===== config.mk =====
export PLATFORM = sky130hd
export DESIGN_NAME = sim_exit_monitor
export DESIGN_NICKNAME = d
export VERILOG_FILES = /design/src/rtl/sim_exit_monitor.sv
export SDC_FILE = /design/constraint.sdc
export NUM_CORES = 1
export LEC_CHECK = 0
export ABC_AREA = 1
export CORE_MARGIN = 2
export CORE_UTILIZATION = 55
export DETAILED_ROUTE_END_ITERATION = 8
export HOLD_SLACK_MARGIN = 0.12
export PLACE_DENSITY_LB_ADDON = 0.3
export SLEW_MARGIN = 20
export SYNTH_ARGS = -nofsm -noshare
export SYNTH_HDL_FRONTEND = slang
export SYNTH_SLANG_ARGS = --single-unit

===== constraint.sdc =====
create_clock -name clock -period 7.6 [get_ports clock]
set_clock_uncertainty 0.2 [all_clocks]
set_input_delay 1.52 -clock clock [delete_from_list [all_inputs] [get_ports clock]]
set_output_delay 1.52 -clock clock [all_outputs]
set_load 0.01 [all_outputs]

===== src/rtl/sim_exit_monitor.sv =====
// -----------------------------------------------------------------------------
// sim_exit_monitor
//
// Simulation-only end-of-test monitor. It reduces the harness success flag,
// an exit-code handshake and a progress heartbeat to one sticky verdict:
// pass, fail with code, timeout or hang. The emulator top level uses done,
// status and exit_code_q to print the result and end the simulation.
//
// Parameters:
//   BLANK_CYCLES  cycles after reset release during which inputs are ignored
//   HANG_LIMIT    heartbeat-free RUN cycles that declare a hang (0 = off)
//   CODE_W        exit code width
//
// Ports:
//   clock        sole clock
//   reset        asynchronous, active-high reset
//   max_cycles   timeout limit, compared against cycle_count (0 = off)
//   io_success   harness success flag (level)
//   exit_valid   exit code offer
//   exit_ready   monitor accepts the exit code (RUN state only)
//   exit_code    code offered with exit_valid
//   heartbeat    one-cycle pulse per unit of forward progress
//   done         verdict reached, sticky until reset
//   status       0 running, 1 io_success, 2 exit 0, 3 exit nonzero,
//                4 timeout, 5 hang
//   exit_code_q  accepted exit code, 0 unless status is 2 or 3
//   cycle_count  cycles since reset release, saturating, frozen once done
// -----------------------------------------------------------------------------
module sim_exit_monitor #(
  parameter int unsigned BLANK_CYCLES = 10,
  parameter int unsigned HANG_LIMIT   = 100000,
  parameter int unsigned CODE_W       = 32
) (
  input  logic              clock,
  input  logic              reset,
  input  logic [63:0]       max_cycles,
  input  logic              io_success,
  input  logic              exit_valid,
  output logic              exit_ready,
  input  logic [CODE_W-1:0] exit_code,
  input  logic              heartbeat,
  output logic              done,
  output logic [2:0]        status,
  output logic [CODE_W-1:0] exit_code_q,
  output logic [63:0]       cycle_count
);

  typedef enum logic [1:0] {
    ST_BLANK,
    ST_RUN,
    ST_DONE
  } state_e;

  typedef enum logic [2:0] {
    VERDICT_RUNNING  = 3'd0,
    VERDICT_SUCCESS  = 3'd1,
    VERDICT_EXIT_OK  = 3'd2,
    VERDICT_EXIT_BAD = 3'd3,
    VERDICT_TIMEOUT  = 3'd4,
    VERDICT_HANG     = 3'd5
  } verdict_e;

  // Counter widths sized to hold LIMIT-1; degenerate limits keep a 1-bit
  // counter that is never consulted.
  localparam int unsigned BLANK_W    = (BLANK_CYCLES > 1) ? $clog2(BLANK_CYCLES) : 1;
  localparam int unsigned BLANK_LAST = (BLANK_CYCLES > 0) ? BLANK_CYCLES - 1 : 0;
  localparam int unsigned IDLE_W     = (HANG_LIMIT > 1) ? $clog2(HANG_LIMIT) : 1;
  localparam int unsigned IDLE_LAST  = (HANG_LIMIT > 0) ? HANG_LIMIT - 1 : 0;

  state_e              state, state_n;
  logic [2:0]          status_n;
  logic [CODE_W-1:0]   code_n;
  logic [BLANK_W-1:0]  blank_cnt;
  logic [IDLE_W-1:0]   idle_cnt;
  logic                blank_done;
  logic                hang_hit;
  logic                timeout_hit;

  // With BLANK_CYCLES = 0 the first cycle after reset still sits in BLANK
  // and leaves it at the first edge.
  assign blank_done  = (BLANK_CYCLES == 0) || (blank_cnt == BLANK_W'(BLANK_LAST));

  // idle_cnt == HANG_LIMIT-1 means this is the HANG_LIMIT-th heartbeat-free
  // cycle; a heartbeat in the same cycle rescues it.
  assign hang_hit    = (HANG_LIMIT != 0) && (idle_cnt == IDLE_W'(IDLE_LAST)) && !heartbeat;
  assign timeout_hit = (max_cycles != 64'd0) && (cycle_count == max_cycles);

  // NOTE: every variable gets its hold value first so no path leaves one
  // unassigned, which would infer a latch.
  always_comb begin
    state_n  = state;
    status_n = status;
    code_n   = exit_code_q;
    unique case (state)
      ST_BLANK: begin
        if (blank_done) state_n = ST_RUN;
      end
      ST_RUN: begin
        // Priority chain: only the highest event is recorded.
        if (exit_valid && exit_ready) begin
          state_n  = ST_DONE;
          status_n = (exit_code == '0) ? VERDICT_EXIT_OK : VERDICT_EXIT_BAD;
          code_n   = exit_code;
        end else if (io_success) begin
          state_n  = ST_DONE;
          status_n = VERDICT_SUCCESS;
        end else if (hang_hit) begin
          state_n  = ST_DONE;
          status_n = VERDICT_HANG;
        end else if (timeout_hit) begin
          state_n  = ST_DONE;
          status_n = VERDICT_TIMEOUT;
        end
      end
      default: ; // ST_DONE is terminal
    endcase
  end

  // NOTE: sequential state uses non-blocking assignments so every register
  // samples pre-edge values regardless of statement order.
  always_ff @(posedge clock or posedge reset) begin
    if (reset) begin
      state       <= ST_BLANK;
      status      <= VERDICT_RUNNING;
      exit_code_q <= '0;
      done        <= 1'b0;
      exit_ready  <= 1'b0;
    end else begin
      state       <= state_n;
      status      <= status_n;
      exit_code_q <= code_n;
      done        <= (state_n == ST_DONE);
      // Drops together with done, so at most one transfer is accepted.
      exit_ready  <= (state_n == ST_RUN);
    end
  end

  always_ff @(posedge clock or posedge reset) begin
    if (reset) begin
      blank_cnt <= '0;
    end else if (state == ST_BLANK && !blank_done) begin
      blank_cnt <= blank_cnt + BLANK_W'(1);
    end
  end

  // Held at zero outside RUN, which also clears it on entry to RUN.
  always_ff @(posedge clock or posedge reset) begin
    if (reset) begin
      idle_cnt <= '0;
    end else if (state != ST_RUN || heartbeat) begin
      idle_cnt <= '0;
    end else if (idle_cnt != IDLE_W'(IDLE_LAST)) begin
      idle_cnt <= idle_cnt + IDLE_W'(1);
    end
  end

  // Freezes on the edge that records a verdict, so a timeout leaves the
  // count equal to max_cycles.
  always_ff @(posedge clock or posedge reset) begin
    if (reset) begin
      cycle_count <= 64'd0;
    end else if (state_n != ST_DONE && cycle_count != '1) begin
      cycle_count <= cycle_count + 64'd1;
    end
  end

endmodule


==> summary.md, run 1 <==
| Metric | Value |
|---|---|
| Run status | finished, final reports clean |
| Layout cell share with drive strength beyond 1 | 0.0437 |
| Number of design rule violations left after detail routing | 0 |
| Quantity of hold-fixing buffers added after cts | 0 |
| CTS tree | done |
| CP required | 7.76 ns |
| Portion of the clock cycle consumed by the worst path in the final layout | 0.559 |
| Number of max-capacitance violations reported | 0 |
| Core area | 15,300 µm² |
| Largest vdd supply drop | 0.000157 V |
| Share of the yosys chip area belonging to registers | 0.357 |
| Category of the most critical setup path | input port to flip-flop |
| Mean cell area of the mapped netlist | 6.97 µm² |
| Biggest area consumer among synthesized cells | sky130_fd_sc_hd__dfrtp_1 |
| Post_cts resized | 0 |
| Area Growth Syn to Fin | 30.6% |
| Combined area of all synthesized cells | 8700 µm² |
| I/O pin count | 202 |
| Global-route wire length before repair | 48.7 mm |
| Net Count, Synth | 1,353 |
| Remaining antenna violation count | 0 |
| Final standard cell utilization of the core | 0.742 |
| Number of cells on the worst hold path | 2 |
| Worst EP arrival | 4.41 ns |
| Maximum number of pins on one net before global-route repair | 71 |
| RSZ-0062 raised after global routing | no |
| Total Wirelength | 31.9 mm |
| Total global-route track usage | 0.385 |
| Final critical delay including setup and external delays | 4.25 ns |
| Total congestion overflow after global routing | 0 |
| Number of violations reported at the end of detailed-routing iteration 0 | 1,016 |
| Post-Route Setup TNS | 0 ns |
| Number of I/O port buffers | 201 |
| Normalized max-slew margin | 0.398 |
| Area after DPL | 10,800 µm² |
| Sort of element at the start of the critical path | input port |
| Slew at the pin closest to its max-slew limit | 0.899 ns |
| Fraction of synthesized cell area taken by the top area cell type | 0.357 |
| Average routed wire per standard cell | 19.3 µm |
| Height of the chip | 130 µm |
| DR vias | 9,495 |
| Diodes inserted | 0 |
| Buffer levels on the longest clock path | 2 |
| Total setup buffers inserted after CTS | 0 |
| CTS clk-pin slew, worst paths | 0.06 ns |
| Number of synthesized register bits | 124 |
| Syn Inst Count | 1,248 |
| Effective utilization at floorplan | 0.568 |
| Number of warning messages in the yosys log | 0 |
| Count of clock tree sinks | 124 |
| Number of endpoints failing setup at the final stage | 0 |
| Vias per Instance | 5.74 |
| Area contributors post-synth | sky130_fd_sc_hd__dfrtp_1 (36%), sky130_fd_sc_hd__nand2_1 (18%), sky130_fd_sc_hd__nor2_1 (7.2%) |
| Distinct cell type count after synthesis | 35 |
| Leakage | 0.00486 µW |
| Clk_lat worst skew | 0.44 ns |
| Routability congestion estimate from global placement | 1.12 |
| Number of rows created at floorplan | 45 |
| Final HPWL from detailed placement | 23.9 mm |
| Number of detailed-routing iterations run before antenna repair | 6 |
| Total Die Area | 16,800 µm² |
| Endpoint type of the worst setup path | flip-flop |
| Final max-slew violation count | 0 |
| Vias in the first global route | 8,930 |
| Die extent in x | 130 µm |
| H-tree levels | 4 |
| Number of cells on the worst reg-to-reg path | 12 |
| Total clock buffers created by CTS | 17 |
| Final Hold Violating Endpoints | 0 |
| Max Fanout on Critical Path | 33 |
| Antenna violations before repair | 0 |
| Root buffer selected by CTS | sky130_fd_sc_hd__clkbuf_16 |
| Final instance area | 11,400 µm² |
| Power per Cell Area | 142 nW/µm² |
| Hold slack final | 0.291 ns |
| F_max | 235 MHz |
| NumNets Final | 1,535 |
| Total power after layout | 1610 µW |
| Hold crit path type | flip-flop to flip-flop |
## sequential cells by signal (all words and copies together), names as in the netlist
register and cells:
blank_cnt 4, cycle_count 64, done 1, exit_code_q 32, exit_ready 1, idle_cnt 17
state 2, status 3
## worst paths after layout
kind	to	slack [ns]	startpoint
max in group asynchronous	cycle_count[29]$_DFFE_PP0P_	4.51	reset
min	exit_code_q[5]$_DFFE_PP0P_	0.29	exit_code_q[5]$_DFFE_PP0P_
max reg2reg	cycle_count[37]$_DFFE_PP0P_	4.11	cycle_count[16]$_DFFE_PP0P_
min reg2reg	exit_code_q[5]$_DFFE_PP0P_	0.29	exit_code_q[5]$_DFFE_PP0P_
min in group asynchronous	state[0]$_DFF_PP0_	1.38	reset
max	cycle_count[37]$_DFFE_PP0P_	3.35	max_cycles[59]
## power breakdown
group / total (µW) / switching [µW] / internal [µW]
combinational: 119 / 57.5 / 62.0
clock: 829 / 326 / 503
sequential: 660 / 0 / 660
## worst max-delay path, stage by stage
cell and delay, ns:
sky130_fd_sc_hd__clkdlybuf4s50_1 0.44, sky130_fd_sc_hd__xnor2_1 0.33, sky130_fd_sc_hd__nand2_1 0.09, sky130_fd_sc_hd__nor2_1 0.19, sky130_fd_sc_hd__nand2_1 0.08, sky130_fd_sc_hd__nor2_1 0.20, sky130_fd_sc_hd__nand3_1 0.10, sky130_fd_sc_hd__o21bai_1 0.22
sky130_fd_sc_hd__nand2_2 0.11, sky130_fd_sc_hd__o211ai_4 0.39, sky130_fd_sc_hd__buf_4 0.48, sky130_fd_sc_hd__nand2_1 0.12, sky130_fd_sc_hd__nand2_1 0.09
## cells by family (layout without fill, tap and decap cells)
logic type | Yosys count | count (layout) | synth area share
simple gates | 704 | 704 | 0.332
buf+inv | 183 | 378 | 0.0900
flops | 124 | 124 | 0.357
compound gates | 121 | 121 | 0.101
xor+xnor | 104 | 104 | 0.105
mux | 8 | 8 | 0.0104
fa+ha+maj | 4 | 4 | 0.00575
## synthesized netlist by cell type, drive strengths merged
master	instances
mux2	8
nor4	4
clkbuf	28
buf	17
o21a	1
nand4	23
nand3b	5
o211ai	2
dfrtp	124
nor2	168
xnor2	60
inv	137
o21bai	1
o2111ai	64
o31ai	1
a21oi	12
nor3	37
a211oi	2
nor3b	3
o21ai	37
nand3	38
nand2	426
ha	4
a31oi	1
xor2	44
clkinv	1
## cell type report
type / instances / area, µm²
tap: 211 / 264
sequential: 124 / 3100
clock buffer: 20 / 457
clock inverter: 12 / 138
multi-input combinational: 941 / 4810
inverter: 138 / 520
timing repair buffer: 208 / 2060
fill: 1230 / 3950
## through the flow
stage	instances	setup slack, ns
after global routing	1654	3.23
final	1654	3.35
after global placement	1622	3.07
after CTS	1654	3.41
after floorplan	1248	2.58
after detailed placement	1622	2.97
## per-layer routing
metal,wire length [µm],GRT usage,vias to the layer above,share of wire
met1,12600,0.497,4497,0.39
met4,1420,0.174,0,0.045
met3,3030,0.0976,81,0.095
met2,14800,0.613,527,0.47
li1,-,-,4390,-
met5,0,0,-,0
## layout by cell type (no fill, tap or decap), types with 3 or more instances in the layout
cell,n
sky130_fd_sc_hd__a21oi_1,12
sky130_fd_sc_hd__buf_4,7
sky130_fd_sc_hd__clkbuf_16,17
sky130_fd_sc_hd__clkdlybuf4s50_1,201
sky130_fd_sc_hd__clkinv_4,3
sky130_fd_sc_hd__dfrtp_1,124
sky130_fd_sc_hd__ha_1,4
sky130_fd_sc_hd__inv_1,130
sky130_fd_sc_hd__inv_2,6
sky130_fd_sc_hd__inv_6,3
sky130_fd_sc_hd__mux2_2,8
sky130_fd_sc_hd__nand2_1,425
sky130_fd_sc_hd__nand3_1,37
sky130_fd_sc_hd__nand3b_1,5
sky130_fd_sc_hd__nand4_1,23
sky130_fd_sc_hd__nor2_1,167
sky130_fd_sc_hd__nor3_1,31
sky130_fd_sc_hd__nor3_2,5
sky130_fd_sc_hd__nor3b_1,3
sky130_fd_sc_hd__nor4_1,4
sky130_fd_sc_hd__o2111ai_1,64
sky130_fd_sc_hd__o21ai_0,36
sky130_fd_sc_hd__xnor2_1,60
sky130_fd_sc_hd__xor2_1,44
No activity file was read; power rests on OpenSTA's default activity.
==> inputs of run 2 (changes only) <==
- CORE_UTILIZATION: 55 -> 46
- clock period: 7.6 -> 3.85 ns (I/O delays scaled with it)
==> run 2 against run 1 <==
Critical path depth stayed put. Clock power grew 110%. Power up 110%. Wire length decreased by 2.6%. Count of clock-buffer cells in the layout shrank 1. Flip-flop and latch count is the same. Global-route usage is 7.1 points lower. Via count decreased by 2.9%. Highest routed layer unchanged.
==> summary.md, run 2 (synthesis results as in run 1) <==
| Metric | Value |
|---|---|
| Number of detailed-routing iterations run before antenna repair | 7 (+1) |
| RSZ-0062 raised after global routing | no |
| Count of clock tree sinks | 124 (unchanged) |
| P_int | 2550 µW (+110%) |
| Reg-to-reg endpoint | cycle_count[56]$_DFFE_PP0P_ |
| Portion of total power attributed to sequential cells | 0.394 (-0.017) |
| Series of cell instances along the critical path | clkdlybuf4s50_1 -> nor2_1 -> nand2_1 -> nor2_1 -> nand2_1 -> nor2_1 -> nand2_1 -> nand3_1 -> o21bai_1 -> nand2_2 -> buf_4 -> o2111ai_1 -> nand2_1 |
| Filler cell count in the final layout | 1,691 (+37%) |
| Part of the total power dissipated in the clock network | 0.534 (+0.019) |
| R2R Setup Slk | 0.85 ns (-3.26 ns) |
| Number of I/O port buffers | 201 (unchanged) |
| Buffer levels on the longest clock path | 2 (unchanged) |
| Total Wirelength | 31.0 mm (-2.6%) |
| Final HPWL from detailed placement | 24.0 mm (+0.61%) |
| CTS clk-pin slew, worst paths | 0.06 ns (about the same) |
| Die extent in x | 142 µm (+9.1%) |
| Post_cts resized | 0 (unchanged) |
| Normalized max-slew margin | 0.459 (+0.0612) |
| Maximum number of pins on one net before global-route repair | 70 (-1.4%) |
| Final critical delay including setup and external delays | 3.12 ns |
| Switching Power | 759 µW (+98%) |
| Commonest cells after routing, fill and taps aside | sky130_fd_sc_hd__nand2_1 (425), sky130_fd_sc_hd__clkdlybuf4s50_1 (201), sky130_fd_sc_hd__nor2_1 (167) |
| Vias per Instance | 5.48 (-4.5%) |
| Antenna violations before repair | 0 (unchanged) |
| Vias in the first global route | 8,718 (-2.4%) |
| Largest register FFs | 64 (unchanged) |
| Worst min-delay path startpoint | blank_cnt[3]$_DFFE_PP0P_ |
| Final Hold Violating Endpoints | 0 (unchanged) |
| Number of max-capacitance violations reported | 0 (unchanged) |
| Global-route wire length before repair | 48.2 mm (-1.2%) |
| Slowest stage cell, crit path | sky130_fd_sc_hd__clkdlybuf4s50_1 |
| Total congestion overflow after global routing | 0 (unchanged) |
| Registers with the most flip-flops | cycle_count: 64 flops, exit_code_q: 32 flops, idle_cnt: 17 flops |
| Endpoint type of the worst setup path | flip-flop |
| Clk_lat worst skew | 0.43 ns (about the same) |
| NumNets Final | 1,541 (+0.39%) |
| Post-route setup slack | 0.730 ns (-2.62 ns) |
| Worst Setup Slack post-DPL | 0.402 ns (-2.57 ns) |
| Worst EP arrival | 3.28 ns (-1.13 ns) |
| Remaining antenna violation count | 0 (unchanged) |
| Layout cell share with drive strength beyond 1 | 0.0477 (+0.00399) |
| Sort of element at the start of the critical path | input port |
| Switching power as a share of total power | 0.229 (-0.00909) |
| Number of violations reported at the end of detailed-routing iteration 0 | 819 (-19%) |
| Diodes inserted | 0 (unchanged) |
| Height of the chip | 142 µm (+9.1%) |
| Slew at the pin closest to its max-slew limit | 0.812 ns (-0.0875 ns) |
| Largest vdd supply drop | 0.000341 V (+120%) |
| Effective utilization at floorplan | 0.467 (-0.101) |
| Hold Path Sink | blank_cnt[3]$_DFFE_PP0P_ |
| Portion of the clock cycle consumed by the worst path in the final layout | 0.810 |
| Total clock buffers created by CTS | 17 (unchanged) |
| Average routed wire per standard cell | 18.4 µm (-4.3%) |
| Reg-to-reg critical path startpoint | cycle_count[0]$_DFFE_PP0P_ |
| Combinational group share of total power | 0.072 (-0.002) |
| DR vias | 9,218 (-2.9%) |
| H-tree levels | 4 (unchanged) |
| Area Growth Syn to Fin | 32.4% |
| Register ranked first by flip-flop count | cycle_count |
| Number of cells on the worst reg-to-reg path | 9 (-3) |
| Final max-slew violation count | 0 (unchanged) |
| Number of endpoints failing setup at the final stage | 0 (unchanged) |
| Hold crit path type | flip-flop to flip-flop |
| Number of rows created at floorplan | 50 (+11%) |
| Most common library cell in the layout ignoring fill and taps | sky130_fd_sc_hd__nand2_1 |
| I/O pin count | 202 (unchanged) |
| Maximum cell stage delay along the critical path | 0.51 ns (+0.03 ns) |
| CP required | 4.01 ns (-3.75 ns) |
| Category of the most critical setup path | input port to flip-flop |
| Max Fanout on Critical Path | 35 (+6.1%) |
| Total power after layout | 3310 µW (+110%) |
| Root buffer selected by CTS | sky130_fd_sc_hd__clkbuf_16 |
| Core area | 18,600 µm² (+22%) |
| Cell mode on critical path | sky130_fd_sc_hd__nand2_1 |
| Total setup buffers inserted after CTS | 0 (unchanged) |
| Number of cells on the worst hold path | 1 (-1) |
| CTS tree | done |
| Total global-route track usage | 0.314 (-0.0707) |
| Run status | finished, final reports clean |
| Total Die Area | 20,000 µm² (+19%) |
| Post-Route Setup TNS | 0 ns (unchanged) |
| Power per Cell Area | 287 nW/µm² (+100%) |
| F_max | 320 MHz |
| Quantity of hold-fixing buffers added after cts | 0 (unchanged) |
| Routability congestion estimate from global placement | 1.05 (-6.7%) |
| Final standard cell utilization of the core | 0.618 (-0.124) |
| Leakage | 0.00492 µW (+1.2%) |
| Number of design rule violations left after detail routing | 0 (unchanged) |
[run 2: metal layers]
layer,vias up,global-route usage,wire length [µm]
li1,4400,-,-
met1,4294,0.411,12600
met4,0,0.115,1170
met3,69,0.0621,2810
met5,-,0,0
met2,455,0.519,14400
[run 2: how the worst max path moves through the flow]
stage / end / startpoint / slack [ns] / cells past startpoint
2_1_floorplan: blank_cnt[0]$_DFFE_PP0P_ / reset / 1.35 / 1
3_3_place_gp: done$_DFF_PP0_ / max_cycles[2] / 0.44 / 12
3_5_place_dp: cycle_count[15]$_DFFE_PP0P_ / max_cycles[2] / 0.40 / 13
4_1_cts: cycle_count[15]$_DFFE_PP0P_ / max_cycles[2] / 0.81 / 13
5_1_grt: cycle_count[56]$_DFFE_PP0P_ / cycle_count[0]$_DFFE_PP0P_ / 0.63 / 9
6_report: cycle_count[15]$_DFFE_PP0P_ / max_cycles[2] / 0.73 / 13
[run 2: critical path: cells and delay by family]
kind	cells	cell delay (ns)
simple gates	9	1.29
buf+inv	2	0.89
compound gates	2	0.30
[run 2: power groups by stage]
stage | Clock (µW) | Sequential [µW] | Combinational [µW]
finish | 1770 | 1300 | 240
global route | 1830 | 1300 | 262
global placement | 0 | 1330 | 238
floorplan | 0 | 1330 | 78.8
detailed placement | 0 | 1330 | 240
CTS | 1770 | 1300 | 242
[run 2: final cells by class]
cell class                 instances  area (µm²)  share of cell area
tap                              234         293              0.0254
timing repair buffer             214        2150               0.186
inverter                         138         522              0.0453
clock inverter                    12         185              0.0161
multi-input combinational        941        4810               0.418
clock buffer                      19         453              0.0393
sequential                       124        3100               0.269
[run 2: per-stage QoR]
| stage | std cells | cell area, µm² | hold slack (ns) |
|---|---|---|---|
| 6_report | 1682 | 11500 | 0.272 |
| 5_1_grt | 1682 | 11500 | 0.305 |
| 4_1_cts | 1682 | 11500 | 0.277 |
| 3_5_place_dp | 1651 | 10900 | 0.262 |
| 3_3_place_gp | 1651 | 10900 | 0.256 |
| 2_1_floorplan | 1248 | 8700 | 0.241 |
==> inputs of run 3 (changes only) <==
- clock period: 3.85 -> 2.6 ns (I/O delays scaled with it)
==> run 3 against run 2 <==
Wire length grew 8.2%. Cell count grew 4.9%. Flip-flop and latch count unchanged. Utilization grew 4.5 points. Sequential power rose by 48%. Register-to-register slack worse by 0.78 ns. First-iteration DRC count grew 10%. Count of clock-buffer cells in the layout is the same. Global-route usage grew 1.8 points. Non-clock buffer count rose by 82. Via count increased by 4.2%. Worst setup slack got worse by 0.67 ns. Critical endpoint is now cycle_count[30]$_DFFE_PP0P_.
==> summary.md, run 3 (synthesis results as in run 1) <==
| Metric | Value |
|---|---|
| Total clock buffers created by CTS | 17 (unchanged) |
| Root buffer selected by CTS | sky130_fd_sc_hd__clkbuf_16 |
| Clk_lat worst skew | 0.43 ns (about the same) |
| Global-route wire length before repair | 50.9 mm (+5.6%) |
| Number of I/O port buffers | 201 (unchanged) |
| Leakage | 0.00544 µW (+11%) |
| Count of clock tree sinks | 124 (unchanged) |
| Number of cells on the worst reg-to-reg path | 13 (+4) |
| Normalized max-slew margin | 0.502 (+0.0432) |
| Number of endpoints failing setup at the final stage | 0 (unchanged) |
| Endpoint type of the worst setup path | flip-flop |
| Quantity of hold-fixing buffers added after cts | 0 (unchanged) |
| Reg-to-reg critical path startpoint | cycle_count[0]$_DFFE_PP0P_ |
| Post-Route Setup TNS | 0 ns (unchanged) |
| Die extent in x | 142 µm (unchanged) |
| Worst min-delay path startpoint | blank_cnt[3]$_DFFE_PP0P_ |
| Vias per Instance | 5.45 (-0.65%) |
| I/O pin count | 202 (unchanged) |
| Core area | 18,600 µm² (unchanged) |
| Reg-to-reg endpoint | cycle_count[30]$_DFFE_PP0P_ |
| Layout cell share with drive strength beyond 1 | 0.112 (+0.0648) |
| F_max | 394 MHz |
| Part of the total power dissipated in the clock network | 0.535 (about the same) |
| Hold slack final | 0.269 ns (-0.00232 ns) |
| Buffer levels on the longest clock path | 2 (unchanged) |
| Final critical delay including setup and external delays | 2.54 ns |
| Remaining antenna violation count | 0 (unchanged) |
| Total power after layout | 4970 µW (+50%) |
| Hold Path Sink | blank_cnt[3]$_DFFE_PP0P_ |
| Average routed wire per standard cell | 19.0 µm (+3.1%) |
| CTS tree | done |
| Power per Cell Area | 402 nW/µm² (+40%) |
| Portion of total power attributed to sequential cells | 0.388 (-0.006) |
| Portion of the clock cycle consumed by the worst path in the final layout | 0.976 |
| Commonest cells after routing, fill and taps aside | sky130_fd_sc_hd__nand2_1 (421), sky130_fd_sc_hd__clkdlybuf4s50_1 (200), sky130_fd_sc_hd__nor2_1 (162) |
| Largest vdd supply drop | 0.000459 V (+35%) |
| Number of violations reported at the end of detailed-routing iteration 0 | 901 (+10%) |
| CTS clk-pin slew, worst paths | 0.06 ns (about the same) |
| Combinational group share of total power | 0.077 (+0.005) |
| Maximum cell stage delay along the critical path | 0.52 ns (about the same) |
| Post-route setup slack | 0.0620 ns (-0.668 ns) |
| Switching power as a share of total power | 0.236 (+0.00660) |
| Final max-slew violation count | 0 (unchanged) |
| Number of detailed-routing iterations run before antenna repair | 7 (unchanged) |
| Number of rows created at floorplan | 50 (unchanged) |
| Height of the chip | 142 µm (unchanged) |
| Max Fanout on Critical Path | 10 (-71%) |
| P_int | 3800 µW (+49%) |
| Total global-route track usage | 0.332 (+0.0181) |
| Final HPWL from detailed placement | 25.5 mm (+5.9%) |
| Total Wirelength | 33.6 mm (+8.2%) |
| Total Die Area | 20,000 µm² (unchanged) |
| Largest register FFs | 64 (unchanged) |
| CP required | 2.76 ns (-1.25 ns) |
| Routability congestion estimate from global placement | 1.02 (-3.0%) |
| Most common library cell in the layout ignoring fill and taps | sky130_fd_sc_hd__nand2_1 |
| DR vias | 9,605 (+4.2%) |
| Hold crit path type | flip-flop to flip-flop |
| NumNets Final | 1,623 (+5.3%) |
| Total congestion overflow after global routing | 0 (unchanged) |
| Sort of element at the start of the critical path | input port |
| R2R Setup Slk | 0.07 ns (-0.78 ns) |
| Vias in the first global route | 9,216 (+5.7%) |
| Final instance area | 12,400 µm² (+7.3%) |
| Antenna violations before repair | 1 (+1) |
| Number of cells on the worst hold path | 1 (unchanged) |
| Registers with the most flip-flops | cycle_count: 64 flops, exit_code_q: 32 flops, idle_cnt: 17 flops |
| Run status | finished, final reports clean |
| Worst EP arrival | 2.70 ns (-0.58 ns) |
| Diodes inserted | 0 (unchanged) |
| Cell mode on critical path | sky130_fd_sc_hd__nand2_1 |
| Final Hold Violating Endpoints | 0 (unchanged) |
| Series of cell instances along the critical path | clkdlybuf4s50_1 -> nand2_1 -> nand2_1 -> nand2_1 -> nor2_2 -> nand2_1 -> nor2_1 -> nand3_1 -> o21bai_2 -> nand2_2 -> o211ai_4 -> buf_12 -> buf_6 -> nand2_1 -> nand2_1 |
| Area Growth Syn to Fin | 42.0% |
| Register ranked first by flip-flop count | cycle_count |
| Slew at the pin closest to its max-slew limit | 0.747 ns (-0.0648 ns) |
| Number of design rule violations left after detail routing | 0 (unchanged) |
| Worst Setup Slack post-DPL | -0.449 ns (-0.851 ns) |
| Slowest stage cell, crit path | sky130_fd_sc_hd__clkdlybuf4s50_1 |
| Effective utilization at floorplan | 0.467 (unchanged) |
| Switching Power | 1170 µW (+54%) |
| H-tree levels | 4 (unchanged) |
| Maximum number of pins on one net before global-route repair | 66 (-5.7%) |
| Number of max-capacitance violations reported | 0 (unchanged) |
| Area after DPL | 11,500 µm² (+5.7%) |
| Category of the most critical setup path | input port to flip-flop |
[run 3: cell count changes in the layout (fill, tap and decap cells not counted), sizes merged]
cell           before  now
buf                13   93
clkbuf             19   21
clkdlybuf4s50     201  200
dlymetal6s2s        0    1
[run 3: power by group through the flow]
stage | logic (µW) | clock network, µW | registers (µW)
CTS | 377 | 2670 | 1930
global route | 414 | 2740 | 1930
finish | 380 | 2660 | 1930
global placement | 371 | 0 | 1970
detailed placement | 374 | 0 | 1970
floorplan | 117 | 0 | 1970
[run 3: final cells by class]
cell class,count,area [µm²]
clock buffers,19,453
clock inverters,12,185
fillers,1656,6290
inverters,138,522
multi-input cells,941,4890
flip-flops and latches,124,3110
well taps,234,293
repair buffers,296,2910
[run 3: worst max-delay path, delay by kind of cell]
family / cells / cell delay, ns
simple gates: 10 / 1.02
buf+inv: 3 / 0.84
compound gates: 2 / 0.31
[run 3: worst max-delay path by stage]
stage / start / end / slack [ns] / cells past startpoint
after floorplan: reset / blank_cnt[0]$_DFFE_PP0P_ / 0.35 / 1
after global placement: max_cycles[19] / cycle_count[44]$_DFFE_PP0P_ / -0.39 / 13
after detailed placement: max_cycles[19] / status[2]$_DFFE_PP0P_ / -0.45 / 12
after CTS: max_cycles[19] / cycle_count[5]$_DFFE_PP0P_ / 0.04 / 13
after global routing: cycle_count[0]$_DFFE_PP0P_ / cycle_count[37]$_DFFE_PP0P_ / -0.05 / 13
final: max_cycles[62] / cycle_count[30]$_DFFE_PP0P_ / 0.06 / 15
[run 3: metal layers]
| layer | GRT usage | up-vias | wire length (µm) | share of wire |
|---|---|---|---|---|
| met5 | 0 | - | 11 | 0.00033 |
| met4 | 0.121 | 2 | 1150 | 0.034 |
| met1 | 0.445 | 4519 | 14000 | 0.42 |
| li1 | - | 4554 | - | - |
| met2 | 0.539 | 461 | 15600 | 0.46 |
| met3 | 0.0624 | 69 | 2830 | 0.084 |
[run 3: what timing repair did]
item                       in CTS  in global routing
pin swaps                       0                  5
buffers inserted                0                  4
gates resized for setup         2                 28
cloned                          0                  4
setup endpoints to repair       3                 70
[run 3: metrics by stage]
stage               cells   util
global route         1764  0.663
global placement     1725  0.617
detailed placement   1725  0.617
CTS                  1756  0.651
floorplan            1248      -
finish               1764  0.663
